[config.mk]
export PLATFORM = sky130hd
export DESIGN_NAME = ddr3_rd_arbiter_flat
export DESIGN_NICKNAME = d
export VERILOG_FILES = /design/src/rtl/ddr3_rd_arbiter_if.sv /design/src/rtl/ddr3_rd_arbiter.sv /design/src/flat_wrapper.sv
export SDC_FILE = /design/constraint.sdc
export NUM_CORES = 1
export LEC_CHECK = 0
export CORE_ASPECT_RATIO = 1.75
export CORE_MARGIN = 2
export CORE_UTILIZATION = 37
export DETAILED_ROUTE_END_ITERATION = 10
export HOLD_SLACK_MARGIN = 0.03
export PLACE_DENSITY = 0.95
export SETUP_SLACK_MARGIN = 0.5
export SLEW_MARGIN = 20
export SYNTH_ARGS = -nofsm -noshare
export SYNTH_HDL_FRONTEND = slang
export SYNTH_SLANG_ARGS = --single-unit
[constraint.sdc]
create_clock -name clock -period 4.85 [get_ports clock]
set_input_delay 0.97 -clock clock [delete_from_list [all_inputs] [get_ports clock]]
set_output_delay 0.97 -clock clock [all_outputs]
set_load 0.05 [all_outputs]
[src/rtl/ddr3_rd_arbiter_if.sv]
// Bundle of per-channel AXI4 read requester signals and the single controller read port.
// The master modport is the arbiter's view; slave is the requesters/controller side.
interface ddr3_rd_arbiter_if #(
  parameter int NUM_CH     = 2,
  parameter int ADDRS      = 27,
  parameter int ID_WIDTH   = 4,
  parameter int DATA_WIDTH = 32
);
  logic [NUM_CH-1:0]          s_arvalid_i;
  logic [NUM_CH-1:0]          s_arready_o;
  logic [NUM_CH*ADDRS-1:0]    s_araddr_i;
  logic [NUM_CH*ID_WIDTH-1:0] s_arid_i;
  logic [NUM_CH*8-1:0]        s_arlen_i;
  logic [NUM_CH*2-1:0]        s_arburst_i;
  logic [NUM_CH-1:0]          s_rvalid_o;
  logic [NUM_CH-1:0]          s_rready_i;
  logic                       s_rlast_o;
  logic [1:0]                 s_rresp_o;
  logic [ID_WIDTH-1:0]        s_rid_o;
  logic [DATA_WIDTH-1:0]      s_rdata_o;

  logic                       m_arvalid_o;
  logic                       m_arready_i;
  logic [ADDRS-1:0]           m_araddr_o;
  logic [ID_WIDTH-1:0]        m_arid_o;
  logic [7:0]                 m_arlen_o;
  logic [1:0]                 m_arburst_o;
  logic                       m_rvalid_i;
  logic                       m_rready_o;
  logic                       m_rlast_i;
  logic [1:0]                 m_rresp_i;
  logic [ID_WIDTH-1:0]        m_rid_i;
  logic [DATA_WIDTH-1:0]      m_rdata_i;

  logic                       busy_o;
  logic                       error_o;

  modport master (
    input  s_arvalid_i, s_araddr_i, s_arid_i, s_arlen_i, s_arburst_i, s_rready_i,
    output s_arready_o, s_rvalid_o, s_rlast_o, s_rresp_o, s_rid_o, s_rdata_o,
    output m_arvalid_o, m_araddr_o, m_arid_o, m_arlen_o, m_arburst_o, m_rready_o,
    input  m_arready_i, m_rvalid_i, m_rlast_i, m_rresp_i, m_rid_i, m_rdata_i,
    output busy_o, error_o
  );

  modport slave (
    output s_arvalid_i, s_araddr_i, s_arid_i, s_arlen_i, s_arburst_i, s_rready_i,
    input  s_arready_o, s_rvalid_o, s_rlast_o, s_rresp_o, s_rid_o, s_rdata_o,
    input  m_arvalid_o, m_araddr_o, m_arid_o, m_arlen_o, m_arburst_o, m_rready_o,
    output m_arready_i, m_rvalid_i, m_rlast_i, m_rresp_i, m_rid_i, m_rdata_i,
    input  busy_o, error_o
  );
endinterface

[src/rtl/ddr3_rd_arbiter.sv]
// N-channel AXI4 read arbiter in front of the DDR3 controller read port.
// R beats are steered back via an in-order route FIFO (controller returns bursts in issue order).
module ddr3_rd_arbiter #(
  parameter int NUM_CH      = 2,
  parameter int ADDRS       = 27,
  parameter int ID_WIDTH    = 4,
  parameter int DATA_WIDTH  = 32,
  parameter int PENDING     = 4,
  parameter int ROUND_ROBIN = 1
) (
  input logic               clock,
  input logic               reset,
  ddr3_rd_arbiter_if.master bus
);
  localparam int PTR_W = (NUM_CH > 1) ? $clog2(NUM_CH) : 1;
  localparam int AW    = (PENDING > 1) ? $clog2(PENDING) : 1;
  localparam int CNT_W = AW + 1;
  localparam logic [CNT_W-1:0] FULL = CNT_W'(PENDING);

  logic [ADDRS-1:0]    addr_ch  [NUM_CH];
  logic [ID_WIDTH-1:0] id_ch    [NUM_CH];
  logic [7:0]          len_ch   [NUM_CH];
  logic [1:0]          burst_ch [NUM_CH];

  logic [PTR_W-1:0] rr_ptr, gnt_idx, head;
  logic             gnt_any, slot_free, capture, ne, push, pop, rready;
  logic [CNT_W-1:0] cnt;
  logic [AW-1:0]    wr_ptr, rd_ptr;
  logic [PTR_W-1:0] route_mem [PENDING];
  logic [NUM_CH-1:0] arready_v, rvalid_v;

  for (genvar k = 0; k < NUM_CH; k++) begin : g_unpack
    assign addr_ch[k]  = bus.s_araddr_i[k*ADDRS +: ADDRS];
    assign id_ch[k]    = bus.s_arid_i[k*ID_WIDTH +: ID_WIDTH];
    assign len_ch[k]   = bus.s_arlen_i[k*8 +: 8];
    assign burst_ch[k] = bus.s_arburst_i[k*2 +: 2];
  end

  // Round-robin starts the search just past the last winner; fixed priority starts at 0.
  always_comb begin
    logic [PTR_W-1:0] cand;
    gnt_idx = '0;
    gnt_any = 1'b0;
    cand    = '0;
    for (int i = 0; i < NUM_CH; i++) begin
      cand = (ROUND_ROBIN != 0) ? PTR_W'((int'(rr_ptr) + 1 + i) % NUM_CH) : PTR_W'(i);
      if (!gnt_any && bus.s_arvalid_i[cand]) begin
        gnt_any = 1'b1;
        gnt_idx = cand;
      end
    end
  end

  // A pop in this cycle does not free a FIFO slot for a capture in the same cycle.
  assign slot_free = ~bus.m_arvalid_o | bus.m_arready_i;
  assign capture   = ~reset & slot_free & gnt_any & (cnt < FULL);
  assign push      = capture;
  assign ne        = (cnt != '0);
  assign head      = route_mem[rd_ptr];
  assign rready    = ne & bus.s_rready_i[head];
  assign pop       = bus.m_rvalid_i & rready & bus.m_rlast_i;

  always_comb begin
    arready_v = '0;
    rvalid_v  = '0;
    for (int k = 0; k < NUM_CH; k++) begin
      arready_v[k] = capture & (gnt_idx == PTR_W'(k));
      rvalid_v[k]  = bus.m_rvalid_i & ne & (head == PTR_W'(k));
    end
  end

  assign bus.s_arready_o = arready_v;
  assign bus.s_rvalid_o  = rvalid_v;
  assign bus.m_rready_o  = rready;
  assign bus.s_rlast_o   = bus.m_rlast_i;
  assign bus.s_rresp_o   = bus.m_rresp_i;
  assign bus.s_rid_o     = bus.m_rid_i;
  assign bus.s_rdata_o   = bus.m_rdata_i;
  assign bus.busy_o      = bus.m_arvalid_o | ne;

  always_ff @(posedge clock or posedge reset) begin
    if (reset) begin
      bus.m_arvalid_o <= 1'b0;
      bus.m_araddr_o  <= '0;
      bus.m_arid_o    <= '0;
      bus.m_arlen_o   <= '0;
      bus.m_arburst_o <= '0;
      rr_ptr          <= PTR_W'(NUM_CH - 1);
    end else if (capture) begin
      bus.m_arvalid_o <= 1'b1;
      bus.m_araddr_o  <= addr_ch[gnt_idx];
      bus.m_arid_o    <= id_ch[gnt_idx];
      bus.m_arlen_o   <= len_ch[gnt_idx];
      bus.m_arburst_o <= burst_ch[gnt_idx];
      rr_ptr          <= gnt_idx;
    end else if (bus.m_arready_i) begin
      bus.m_arvalid_o <= 1'b0;
    end
  end

  always_ff @(posedge clock or posedge reset) begin
    if (reset) begin
      wr_ptr      <= '0;
      rd_ptr      <= '0;
      cnt         <= '0;
      bus.error_o <= 1'b0;
    end else begin
      if (push) wr_ptr <= wr_ptr + 1'b1;
      if (pop)  rd_ptr <= rd_ptr + 1'b1;
      case ({push, pop})
        2'b10:   cnt <= cnt + 1'b1;
        2'b01:   cnt <= cnt - 1'b1;
        default: cnt <= cnt;
      endcase
      if (bus.m_rvalid_i && !ne) bus.error_o <= 1'b1;
    end
  end

  // Route storage needs no reset: entries are only read behind a valid count.
  always_ff @(posedge clock) begin
    if (push) route_mem[wr_ptr] <= gnt_idx;
  end
endmodule

[src/flat_wrapper.sv]
// flat-port wrapper written by rule: the top's interface ports become plain ports
module ddr3_rd_arbiter_flat 
#(
  parameter int NUM_CH      = 2,
  parameter int ADDRS       = 27,
  parameter int ID_WIDTH    = 4,
  parameter int DATA_WIDTH  = 32,
  parameter int PENDING     = 4,
  parameter int ROUND_ROBIN = 1
)
  (clock, reset, bus_s_arvalid_i, bus_s_araddr_i, bus_s_arid_i, bus_s_arlen_i, bus_s_arburst_i, bus_s_rready_i, bus_s_arready_o, bus_s_rvalid_o, bus_s_rlast_o, bus_s_rresp_o, bus_s_rid_o, bus_s_rdata_o, bus_m_arvalid_o, bus_m_araddr_o, bus_m_arid_o, bus_m_arlen_o, bus_m_arburst_o, bus_m_rready_o, bus_m_arready_i, bus_m_rvalid_i, bus_m_rlast_i, bus_m_rresp_i, bus_m_rid_i, bus_m_rdata_i, bus_busy_o, bus_error_o);
  ddr3_rd_arbiter_if #(.NUM_CH(NUM_CH), .ADDRS(ADDRS), .ID_WIDTH(ID_WIDTH), .DATA_WIDTH(DATA_WIDTH)) bus_i ();
  input logic clock;
  input logic reset;
  input wire logic [$bits(bus_i.s_arvalid_i)-1:0] bus_s_arvalid_i;
  input wire logic [$bits(bus_i.s_araddr_i)-1:0] bus_s_araddr_i;
  input wire logic [$bits(bus_i.s_arid_i)-1:0] bus_s_arid_i;
  input wire logic [$bits(bus_i.s_arlen_i)-1:0] bus_s_arlen_i;
  input wire logic [$bits(bus_i.s_arburst_i)-1:0] bus_s_arburst_i;
  input wire logic [$bits(bus_i.s_rready_i)-1:0] bus_s_rready_i;
  output wire logic [$bits(bus_i.s_arready_o)-1:0] bus_s_arready_o;
  output wire logic [$bits(bus_i.s_rvalid_o)-1:0] bus_s_rvalid_o;
  output wire logic [$bits(bus_i.s_rlast_o)-1:0] bus_s_rlast_o;
  output wire logic [$bits(bus_i.s_rresp_o)-1:0] bus_s_rresp_o;
  output wire logic [$bits(bus_i.s_rid_o)-1:0] bus_s_rid_o;
  output wire logic [$bits(bus_i.s_rdata_o)-1:0] bus_s_rdata_o;
  output wire logic [$bits(bus_i.m_arvalid_o)-1:0] bus_m_arvalid_o;
  output wire logic [$bits(bus_i.m_araddr_o)-1:0] bus_m_araddr_o;
  output wire logic [$bits(bus_i.m_arid_o)-1:0] bus_m_arid_o;
  output wire logic [$bits(bus_i.m_arlen_o)-1:0] bus_m_arlen_o;
  output wire logic [$bits(bus_i.m_arburst_o)-1:0] bus_m_arburst_o;
  output wire logic [$bits(bus_i.m_rready_o)-1:0] bus_m_rready_o;
  input wire logic [$bits(bus_i.m_arready_i)-1:0] bus_m_arready_i;
  input wire logic [$bits(bus_i.m_rvalid_i)-1:0] bus_m_rvalid_i;
  input wire logic [$bits(bus_i.m_rlast_i)-1:0] bus_m_rlast_i;
  input wire logic [$bits(bus_i.m_rresp_i)-1:0] bus_m_rresp_i;
  input wire logic [$bits(bus_i.m_rid_i)-1:0] bus_m_rid_i;
  input wire logic [$bits(bus_i.m_rdata_i)-1:0] bus_m_rdata_i;
  output wire logic [$bits(bus_i.busy_o)-1:0] bus_busy_o;
  output wire logic [$bits(bus_i.error_o)-1:0] bus_error_o;
  assign bus_i.s_arvalid_i = bus_s_arvalid_i;
  assign bus_i.s_araddr_i = bus_s_araddr_i;
  assign bus_i.s_arid_i = bus_s_arid_i;
  assign bus_i.s_arlen_i = bus_s_arlen_i;
  assign bus_i.s_arburst_i = bus_s_arburst_i;
  assign bus_i.s_rready_i = bus_s_rready_i;
  assign bus_s_arready_o = bus_i.s_arready_o;
  assign bus_s_rvalid_o = bus_i.s_rvalid_o;
  assign bus_s_rlast_o = bus_i.s_rlast_o;
  assign bus_s_rresp_o = bus_i.s_rresp_o;
  assign bus_s_rid_o = bus_i.s_rid_o;
  assign bus_s_rdata_o = bus_i.s_rdata_o;
  assign bus_m_arvalid_o = bus_i.m_arvalid_o;
  assign bus_m_araddr_o = bus_i.m_araddr_o;
  assign bus_m_arid_o = bus_i.m_arid_o;
  assign bus_m_arlen_o = bus_i.m_arlen_o;
  assign bus_m_arburst_o = bus_i.m_arburst_o;
  assign bus_m_rready_o = bus_i.m_rready_o;
  assign bus_i.m_arready_i = bus_m_arready_i;
  assign bus_i.m_rvalid_i = bus_m_rvalid_i;
  assign bus_i.m_rlast_i = bus_m_rlast_i;
  assign bus_i.m_rresp_i = bus_m_rresp_i;
  assign bus_i.m_rid_i = bus_m_rid_i;
  assign bus_i.m_rdata_i = bus_m_rdata_i;
  assign bus_busy_o = bus_i.busy_o;
  assign bus_error_o = bus_i.error_o;
  ddr3_rd_arbiter #(.NUM_CH(NUM_CH), .ADDRS(ADDRS), .ID_WIDTH(ID_WIDTH), .DATA_WIDTH(DATA_WIDTH), .PENDING(PENDING), .ROUND_ROBIN(ROUND_ROBIN)) u_core (.clock(clock), .reset(reset), .bus(bus_i));
endmodule
==> summary by stage, run 1 <==
Timing
Setup violations remaining at the end of the flow were counted as 0. On the final layout, the worst hold slack is around 0.46 ns. Setup repair after global routing left no endpoint under its margin. The final critical delay including setup and external delays is between 4 and 5 ns. The relative slew slack is 0.404.

The clock arrives with 0.00754 ns of skew. The maximum clock rate is 236 MHz. The number of hold violations in the final report is 0. The post-route fraction of the period consumed by the critical path is 0.875. The number of max-slew violations in the final report is 0. The final total negative setup slack is 0 ns. At the pin with the least slew margin, the transition time is around 0.9 ns.

Synth
The post-synthesis compound-gate area fraction came to 0.0809. The sequential cell area fraction in the yosys report is 0.471. The register bit count reported by yosys is 55. Sorting the synthesized cells by area gives the leading types as dfrtp_1 42%, mux2i_1 16%, buf_4 9.9%.

The largest total area in the synthesized netlist belongs to dfrtp_1. During synthesis, Yosys emitted a total of 0 warnings. The count of cell types in the netlist is 29. The multiplexer share of the synthesized area is 0.167.

The total nets after synthesis is 422. Of the total synthesized cell area, the portion taken by full adders, half adders and majority gates is 0.0278. The cell count after synthesis is 287. After synthesis, the largest family of logic cells by area is multiplexers. Of the total synthesized cell area, the portion taken by XOR and XNOR cells is 0.0147. Of the total synthesized cell area, the portion taken by AND, OR, NAND and NOR gates is 0.0889. The synthesized area per cell is 10.3 um2. After synthesis the cells add up to roughly 3000 um2. The area share of the largest cell type after synthesis is 0.421.

Route
The routed via count divided by cell count is 4.84. The routed length on met2 is 4.02 mm. The DRC violation total after the first TritonRoute iteration is 136. The first detailed-routing pass took 4 iterations. The total via count in the routed design is 2289. The detail-routed net length per standard cell is 15.7 um. The routed wire length on met3 is ~560 um. In the final routing, the length of wire on met1 measures 2.41 mm. The total length of routed wires is 7.42 mm. The detail route stage leaves a number of antenna-violating nets equal to 0.

Signal routing reaches up to met4. In the routed design, unresolved DRC markers number 0.

Final layout
The layout filler cell count is 709. The area growth from synthesis to layout is 43.0%. Leaving out fill and tap cells, the most frequent cell in the layout is clkdlybuf4s50_1. After routing the design area is 4250 um2.

The net count of the finished layout is between 500 and 600. The antenna diode count is 0. The top cell types in the final layout, fill and taps aside, are 139 x clkdlybuf4s50_1, 50 x dfrtp_1, 48 x mux2i_1, 42 x nand2_1. The core occupancy in the finished layout is 0.541.

Of the cells placed in the final design, the portion with a size suffix greater than 1 is 0.0392.

Global route
For this run the aggregate overflow at the end of global routing stands at 0. The wire length of the first global-routing pass is approximately 12 mm. The via count of the first global-routing pass is roughly 2400.

Entering global routing, the biggest net connects 52 pins. The number of antenna violations at the first check in global routing is 0. The total track usage is 0.175.

Flow run
The total of max-cap violations is 0.

Floorplan
The effective utilization at floorplan is 0.378. The number of rows created at floorplan is 43. The width of the chip is 71.7 um. In this run the standard cell core region covers 7860 um2. Measured along the y axis, the die boundary spans 123 um. The total I/O pin count is ~220.

The die area is 8790 um2.

CTS
The clock tree root driver cell is clkbuf_16. The clock network latency to the later pin of the worst-skew pair is 0.29 ns. The clock slew at the register clock pins of the worst setup and hold paths is 0.06 ns. For this design, the CTS-stage hold fixing added 0 buffers. Once the clock tree was built, the setup fixing pass inserted 0 buffers. TritonCTS built the clock tree. The number of buffers added by the clock tree synthesis step is 5. The buffer depth of the longest clock path is 2. The tree built by TritonCTS fans out to 55 sinks.

The maximum level of the CTS H-tree is 2.

Place
The placement-stage cell area is 4100 um2. Input and output buffers added on the ports amount to 140. The placed wire-length estimate is 5.76 mm. The placer's final routability congestion estimate is 0.712.

Power
Dividing total power by cell area gives a power density of roughly 630 nW/um2. Total power for the finished layout comes to 0.00270 W. In this run the static leakage power is between 1.5 and 2 nW. The maximum resistive drop on vdd is a little over 0.3 mV.

Worst setup path
The worst-path maximum fanout is 44. The kind of end point of the critical path is an output pin. Among all stages on the critical path, the largest delay is contributed by clkdlybuf4s50_1.

The cell that appears most often on the critical path is clkdlybuf4s50_1. Traced cell by cell, the critical path runs through clkdlybuf4s50_1, nor2_1, or4_4, nor2b_2, clkdlybuf4s50_1. The nature of the critical path startpoint is an input pin. The worst endpoint required time is 3.88 ns. The biggest cell delay along the critical path is 0.81 ns.

Data on the critical path arrives at its endpoint at roughly 3.3 ns. The critical path class is input pin to output pin.

Run status
The run finished with clean final reports.

Min path
The type of the tightest min-delay check is register to register.
-- through the flow --
stage | setup WS (ns) | std cells
after floorplan | 1.40 | 287
after global placement | 0.599 | 465
after detailed placement | 0.541 | 465
after CTS | 0.540 | 473
after global routing | 0.517 | 473
final | 0.608 | 473
-- cell type report --
type                            instances  area, um2  area share
Clock buffer                            6        129      0.0303
Clock inverter                          2       12.5     0.00295
Inverter                               10       38.8     0.00913
Multi-Input combinational cell        168       1140       0.268
Sequential cell                        55       1400       0.329
Tap cell                               90        113      0.0265
Timing Repair Buffer                  142       1420       0.334
-- state kept, by name, indices dropped and copies added (netlist names) --
name / count
u_core.bus.error_o: 1
u_core.bus.m_arlen_o: 8
u_core.rr_ptr: 1
u_core.bus.m_araddr_o: 27
u_core.bus.m_arburst_o: 2
u_core.wr_ptr: 2
u_core.bus.m_arvalid_o: 1
u_core.route_mem: 4
u_core.rd_ptr: 2
u_core.cnt: 3
u_core.bus.m_arid_o: 4
-- synthesized netlist by cell type --
cell	number
nor2_1	10
o21ai_0	21
or3_1	1
or4_4	1
buf_6	7
buf_2	6
clkbuf_1	2
a21boi_0	1
dfrtp_1	50
inv_1	10
fa_1	1
nand2_1	42
nand3_1	1
nor2b_2	1
nand2b_1	2
xor2_1	3
ha_1	5
mux2_4	1
mux2i_1	48
o31ai_1	1
nor3b_1	1
dfstp_2	1
edfxtp_1	4
xnor2_1	2
nor3_1	1
buf_4	39
o21ai_1	21
nor2b_1	2
a21o_1	2
-- layer usage --
layer,track usage,vias up
met4,0.117,0
met3,0.0443,40
met5,0,-
met1,0.167,1068
met2,0.321,79
li1,-,1102
-- power by group --
group / total, W / internal, W / switching [W]
logic: 0.00155 / 0.000551 / 0.000994
clock network: 0.000350 / 0.000191 / 0.000159
registers: 0.000801 / 0.000673 / 0.000128
-- kinds of logic after synthesis --
kind of cell / count (synthesis)
fa+ha+maj: 6
xor+xnor: 5
flops: 55
simple gates: 62
compound gates: 46
buf+inv: 64
mux: 49
-- timing repair --
action | CTS | global route
endpoints found under the setup margin | 0 | 1
endpoints found under the hold margin | 0 | 0
resized for setup | 0 | 1
-- path summary, 6_finish.rpt --
check,startpoint,to,slack (ns),depth (start not counted)
max reg2reg,u_core.bus.m_arvalid_o,u_core.cnt[2],2.10,9
max in group asynchronous,reset,u_core.cnt[2],3.13,2
min,u_core.bus.error_o,u_core.bus.error_o,0.46,1
min reg2reg,u_core.bus.error_o,u_core.bus.error_o,0.46,1
max,bus_s_arvalid_i[0],bus_s_arready_o[1],0.61,5
min in group asynchronous,reset,u_core.bus.m_arvalid_o,1.20,2
-- critical path, delay by kind of cell --
kind                   cells  cell delay (ns)
buffers and inverters      2             1.33
AND/OR/NAND/NOR            3             0.96
(Power assumes the default switching activity.)
==> run 2, diff against run 1 <==
- ABC_AREA: unset -> 1
- CORE_ASPECT_RATIO: 1.75 -> unset
- CORE_UTILIZATION: 37 -> 40
- GPL_ROUTABILITY_DRIVEN: unset -> 0
==> run 2 against run 1 <==
Sequential cell count unchanged. Clock skew decreased by 0.0041 ns. Via count increased by 13%. Register-to-register slack improved by 0.24 ns. Non-clock buffer count increased by 2. Clock power decreased by 32%. Global-route usage decreased by 0.16 points. Critical endpoint is now bus_m_rready_o. Largest power group unchanged.
==> summary by stage, run 2 <==
Route
The DRC violation total after the first TritonRoute iteration is 91 (-33%). The detail-routed net length per standard cell is 13.7 um (-12%). The total via count in the routed design came to 2577 (+13%). The routed length on met2 is 3.91 mm (-2.7%). The remaining design rule violation count was 0 (unchanged).

The routed wire length on met3 was 596 um (+5.9%). The number of iterations in the first detailed-routing pass is 4 (unchanged). The total length of routed wires is 7.64 mm (+2.9%).

The routed via count divided by cell count is 4.63 (-4.2%). The number of nets with antenna violations after routing is 0 (unchanged). After detailed routing, no signal wire sits above met4. The routed length on met1 was 2.94 mm (+22%).

Timing
The transition time of the tightest slew-check pin is 0.969 ns (+0.0757 ns). The final-report setup violation count is 0 (unchanged). The final critical delay including setup and external delays is 3.55 ns (-0.691 ns). The number of hold violations in the final report came to 0 (unchanged). The post-route fraction of the period consumed by the critical path is 0.732 (-0.143).

The final worst-path setup slack is 1.30 ns (+0.691 ns). Setup repair after global routing left no endpoint under its margin. The maximum clock rate is 282 MHz (+19%). The final total negative setup slack is 0 ns (unchanged).

The worst setup skew after layout is 0.00346 ns (-0.00409 ns). The number of max-slew violations in the final report is 0 (unchanged). The relative slew slack is 0.354 (-0.0501).

Floorplan
The die area is 9030 um2 (+2.8%). The width of the chip is 95.0 um (+33%). The effective utilization at floorplan is 0.408 (+0.0295). The number of rows created at floorplan is 33 (-23%). The die extent in y is 95.0 um (-22%). The standard cell core area is 8130 um2 (+3.6%). The total I/O pin count is 217 (unchanged).

Final layout
The multi-input gate area in the final layout is 1430 um2 (+26%). The proportion of layout cells with a drive suffix above 1 came to 0.180 (+0.140). In the layout the commonest cells are 138 x clkdlybuf4s50_1, 114 x nand2_1, 50 x dfrtp_1, 30 x nand2_4, 30 x nand3_2. The largest registers in the layout are u_core.bus.m_araddr_o (27), u_core.bus.m_arlen_o (8).

The core occupancy in the finished layout was 0.561 (+0.0208). The area used by sequential logic in the layout is 1400 um2 (unchanged). The library cell used most frequently in the layout, excluding fill and tap cells, is clkdlybuf4s50_1. The antenna diode count was 0 (unchanged). The number of flip-flops in the largest register is 27 (unchanged).

The number of nets in the layout is 585 (+13%). The area growth from synthesis to layout is 37.7%. The register ranked first by flip-flop count is u_core.bus.m_araddr_o. The layout filler cell count is 700 (-1.3%).

Run status
The run finished with clean final reports.

Synth
The commonest cells after synthesis are 114 x nand2_1, 50 x dfrtp_1, 40 x buf_4. The number of flops mapped to enable cells by yosys is 4 (unchanged). The count of synthesis-stage warnings from yosys was 0 (unchanged). By area the synthesized netlist is led by dfrtp_1 38%, nand2_1 13%, nand2_4 10%. The share of synthesized registers carrying an async set or reset is 0.927 (unchanged). The sequential cell area fraction in the yosys report is 0.422 (-0.0490).

The register bit count reported by yosys is 55 (unchanged). The total nets after synthesis is 486 (+15%). The area share of the largest cell type after synthesis is 0.377 (-0.0439). The total standard cell area after synthesis came to 3320 um2 (+12%). The top flip-flop cell by instance count after synthesis is dfrtp_1. The count of cell types in the netlist is 30 (+3.4%). The cell count after synthesis was 351 (+22%). The cell taking the most area after synthesis is dfrtp_1. The synthesized area per cell is 9.45 um2 (-8.7%). In the post-synthesis netlist, the cell with the most instances is nand2_1.

Min path
The worst hold endpoint is u_core.bus.error_o. The startpoint of the tightest hold check path is u_core.bus.error_o. The worst hold path cell count came to 1 (unchanged). In this run the worst hold path is classified as register to register.

Power
The total power of the final layout was 0.00267 W (-1.2%). The power density over the cells is 584 nW/um2 (-8.1%). The maximum resistive drop on vdd is 0.343 mV (+12%). The reported leakage power is 2.30 nW (+22%).

Flow run
The total of max-cap violations is 0 (unchanged).

Worst setup path
The critical path is of the input pin to output pin type. The worst reg-to-reg path cell count came to 7 (-2). The kind of end point of the critical path is an output pin. The worst register-to-register path ends at u_core.bus.m_araddr_o[8]. The launch instance of the worst register-to-register path is u_core.bus.m_arvalid_o. The minimum setup slack among reg-to-reg paths is 2.34 ns (+0.24 ns). The nature of the critical path startpoint is an input pin.

The worst-path maximum fanout is 5 (-89%). The data arrival time at the worst-slack endpoint is 2.58 ns (-0.69 ns). The worst endpoint required time came to 3.88 ns (about the same).

Global route
The largest net degree at the start of global routing is 52 (unchanged). The via count of the first global-routing pass is 2640 (+9.4%). The remaining global-route overflow is 0 (unchanged). The number of antenna violations at the first check in global routing is 0 (unchanged). The wire length of the first global-routing pass is 12.3 mm (+5.3%). The total track usage was 0.173 (-0.00161).

CTS
TritonCTS built the clock tree. The number of gates given a new drive strength after cts was 0 (unchanged). The total clock sinks is 55 (unchanged). The clock network latency to the later pin of the worst-skew pair is 0.30 ns (about the same).

The number of hold-repair buffers added at the cts stage was 0 (unchanged). The number of buffers added by the clock tree synthesis step is 5 (unchanged). The maximum level of the CTS H-tree is 2 (unchanged).

The buffer depth of the longest clock path is 2 (unchanged). The clock slew at the register clock pins of the worst setup and hold paths is 0.09 ns (+0.03 ns). The number of buffers inserted to repair setup after CTS is 0 (unchanged). The clock tree root driver cell is clkbuf_8.

Place
The port buffer count is 140 (unchanged). The placed wire-length estimate is 5.94 mm (+3.2%). The setup slack after placement is 1.24 ns (+0.698 ns).
[run 2: cell types whose count changed after synthesis, moves of 3 or more]
cell     previous run  this run
o21ai_1            21         1
nand2_4             0        30
a21oi_1             0         3
o21ai_0            21         2
nand2_1            42       114
nand3_1             1        18
nor2_1             10         6
buf_6               7         1
nand3_2             0        30
inv_1              10        19
buf_12              0         3
mux2i_1            48         0
[run 2: cells by family (layout without fill, tap and decap cells)]
logic type	count (synthesis)	count (layout)	share of synthesized area
and+or+nand+nor	206	206	0.378
buffers and inverters	73	173	0.148
DFF	55	55	0.422
AOI/OAI and AO/OA	8	8	0.0192
adders and majority gates	6	6	0.0249
xor gates and xnor gates	3	3	0.00793
[run 2: final cells by class]
class	instances	share of cell area
well taps	105	0.0288
clock inverters	2	0.00164
flip-flops and latches	55	0.306
inverters	21	0.0173
repair buffers	144	0.318
clock buffers	6	0.0159
multi-input cells	223	0.313
[run 2: how the worst max path moves through the flow]
stage                             startpoint            endpoint  slack [ns]  depth (start not counted)
after floorplan                        reset  bus_s_arready_o[0]        0.74                          4
after global placement    bus_s_arvalid_i[0]       u_core.cnt[2]        1.29                          8
after detailed placement  bus_s_arvalid_i[0]       u_core.cnt[2]        1.24                          8
after CTS                  bus_s_rready_i[1]      bus_m_rready_o        1.28                          6
after global routing       bus_s_rready_i[1]      bus_m_rready_o        1.21                          6
final                      bus_s_rready_i[1]      bus_m_rready_o        1.30                          6
[run 2: routing by layer]
layer | vias to the layer above | track usage
met4 | 0 | 0.0713
li1 | 1249 | -
met1 | 1192 | 0.201
met2 | 106 | 0.301
met3 | 30 | 0.0498
met5 | - | 0
[run 2: report_power, final]
part	leakage, nW	internal [W]	total, W	switching (W)
logic	1.59	0.000580	0.00165	0.00107
registers	0.666	0.000665	0.000780	0.000116
clock network	0.0403	0.0000990	0.000238	0.000139
total	2.30	0.00134	0.00267	0.00132
[run 2: worst max-delay path, cell delays in order]
cell	delay, ns
clkdlybuf4s50_1	0.45
inv_1	0.04
nand3_1	0.08
nand2_1	0.09
nor2_4	0.13
clkdlybuf4s50_1	0.82
[run 2: per-stage QoR]
step	instances	hold WS [ns]	cell area (um2)
4_1_cts	556	0.472	4570
2_1_floorplan	351	0.446	3320
6_report	556	0.469	4570
3_3_place_gp	548	0.455	4490
5_1_grt	556	0.498	4570
3_5_place_dp	548	0.450	4490
==> run 3, diff against run 2 <==
- CORE_UTILIZATION: 40 -> 37
- PLACE_DENSITY: 0.95 -> 0.93
- clock period: 4.85 -> 3.7 ns (I/O delays scaled with it)
==> run 3 against run 2 <==
Global-route usage shrank 0.93 points. Worst hold slack gained 0.015 ns. Clock power grew 33%. Final area grew 0.68%. Cell count grew 0.72%. Clock-buffer cell count grew 1. Die area grew 7.8%. Total power grew 32%. Setup slack lost 0.73 ns. Combinational power grew 32%. Via count grew 1.3%. Sequential power grew 32%. Largest cell class unchanged.
==> summary by stage, run 3 (synthesized netlist as in run 2, its figures left out) <==
Final layout
The area used by sequential logic in the layout is 1400 um2 (unchanged). The layout filler cell count was 774 (+11%). The number of flip-flops in the largest register is 27 (unchanged).

The register with the most flip-flops in the final layout is u_core.bus.m_araddr_o. Leaving out fill and tap cells, the most frequent cell in the layout is clkdlybuf4s50_1. In the final layout, the registers with the most flip-flops are u_core.bus.m_araddr_o (27), u_core.bus.m_arlen_o (8). The proportion of layout cells with a drive suffix above 1 is 0.184 (+0.00403). The multi-input gate area in the final layout came to 1430 um2 (unchanged). The number of nets in the layout is 586 (+0.17%).

The antenna diode count is 0 (unchanged). The library cells used most frequently in the layout, excluding fill and tap cells, are 137 x clkdlybuf4s50_1, 114 x nand2_1, 50 x dfrtp_1, 30 x nand2_4, 30 x nand3_2. The area growth from synthesis to layout is 38.7%.

Timing
The transition time of the tightest slew-check pin is 0.643 ns (-0.326 ns). The final-report setup violation count is 0 (unchanged). The final critical delay including setup and external delays is between 3 and 4 ns. Static timing analysis puts the maximum clock frequency at 320 MHz.

The number of max-slew violations in the final report is 0 (unchanged). The final-layout worst hold slack is 0.485 ns (+0.0154 ns). The final total negative setup slack is 0 ns (unchanged). The relative slew slack came to 0.571 (+0.218). The worst setup skew after layout is 0.00459 ns (+0.00113 ns).

The post-route fraction of the period consumed by the critical path is 0.845. The final worst-path setup slack is 0.572 ns (-0.728 ns). The number of hold violations in the final report is 0 (unchanged). Setup repair after global routing left no endpoint under its margin.

Worst setup path
By startpoint and endpoint, the worst setup path is classified as input pin to output pin. The kind of end point of the critical path is an output pin. The data arrival time at the worst-slack endpoint is 2.39 ns (-0.19 ns).

The nature of the critical path startpoint is an input pin. The worst-path maximum fanout is 5 (unchanged). The worst endpoint required time is 2.96 ns (-0.92 ns).

Global route
The number of antenna violations at the first check in global routing is 0 (unchanged). The wire length of the first global-routing pass is 13.0 mm (+6.0%). The total track usage is 0.164 (-0.00927). The largest net degree at the start of global routing is 52 (unchanged).

The via count of the first global-routing pass is 2853 (+8.1%). The remaining global-route overflow is 0 (unchanged).

CTS
The number of buffers added by the clock tree synthesis step was 5 (unchanged). The total clock sinks is 55 (unchanged). The maximum level of the CTS H-tree came to 2 (unchanged). In this run the clock root is driven by a clkbuf_8. The buffer depth of the longest clock path came to 2 (unchanged). The clock slew at the register clock pins of the worst setup and hold paths came to 0.09 ns (about the same). The clock network latency to the later pin of the worst-skew pair is 0.30 ns (about the same). TritonCTS built the clock tree.

Floorplan
The effective utilization at floorplan is 0.380 (-0.0274). The standard cell core area is 8720 um2 (+7.2%). The die extent in y was 98.7 um (+3.8%). The die area is 9730 um2 (+7.8%).

The width of the chip is 98.7 um (+3.8%). The number of rows created at floorplan came to 34 (+3.0%). The total I/O pin count is 217 (unchanged).

Flow run
The total of max-cap violations came to 0 (unchanged).

Route
The DRC violation total after the first TritonRoute iteration is 107 (+18%). The remaining design rule violation count was 0 (unchanged). The number of iterations in the first detailed-routing pass was 4 (unchanged).

The total length of routed wires is 7.77 mm (+1.7%). The routed via count divided by cell count came to 4.66 (+0.60%). The total via count in the routed design is 2611 (+1.3%). The number of nets with antenna violations after routing is 0 (unchanged). The detail-routed net length per standard cell is 13.9 um (+1.0%).

Place
The setup slack after placement was 0.579 ns (-0.660 ns). The port buffer count came to 140 (unchanged). The placed wire-length estimate is 6.00 mm (+1.0%).

Power
The power density over the cells came to 765 nW/um2 (+31%). The reported leakage power is 2.32 nW (+0.88%). The maximum resistive drop on vdd came to 0.469 mV (+37%).

Min path
The path class of the tightest hold or removal check is register to register.

Run status
The flow ran to the end, and the final reports show no timing, DRC or antenna violations.
[run 3: per-stage QoR]
stage	std cells	utilization	instance area [um2]	power, W
finish	560	0.527	4600	0.00352
global route	560	0.527	4600	0.00373
CTS	560	0.527	4600	0.00355
detailed placement	552	0.518	4510	0.00322
global placement	552	0.518	4510	0.00316
floorplan	351	-	3330	0.00259
[run 3: area by class of cell]
type,count,share of cell area
timing repair buffer,145,0.321
multi-input combinational,223,0.310
sequential,55,0.304
tap,108,0.0294
inverter,21,0.0180
clock buffer,7,0.0166
clock inverter,1,0.00109
[run 3: per-layer routing]
metal	track usage	routed length, um	vias to the layer above
met5	0	0	-
met4	0.0664	194	0
met3	0.0411	505	25
met2	0.295	4040	115
met1	0.186	3040	1215
li1	-	-	1256
[run 3: path summary, 6_finish.rpt]
kind / start / to / slack, ns / cells after the start
worst max-delay path: bus_s_rready_i[1] / bus_m_rready_o / 0.57 / 6
worst min-delay path: u_core.rr_ptr / u_core.rr_ptr / 0.48 / 2
worst max register to register: u_core.rd_ptr[0] / u_core.cnt[2] / 1.25 / 15
worst min register to register: u_core.rr_ptr / u_core.rr_ptr / 0.48 / 2
max in group asynchronous: reset / u_core.bus.m_araddr_o[8] / 2.19 / 3
min in group asynchronous: reset / u_core.bus.m_arlen_o[1] / 1.09 / 3
[run 3: where the power goes]
part	leakage, nW	switching, W	internal (W)
sequential	0.666	0.000159	0.000871
clock	0.0422	0.000183	0.000133
combinational	1.61	0.00141	0.000764
[run 3: worst max-delay path: stages]
cell	delay (ns)
clkdlybuf4s50_1	0.46
inv_1	0.05
nand3_1	0.10
nand2_1	0.10
nor2_4	0.13
clkdlybuf4s50_1	0.82
[run 3: repair_timing]
item | in CTS | in global routing
hold buffers | 0 | 0
setup endpoints to repair | 0 | 1
setup buffers | 0 | 0
gates resized for setup | 0 | 1
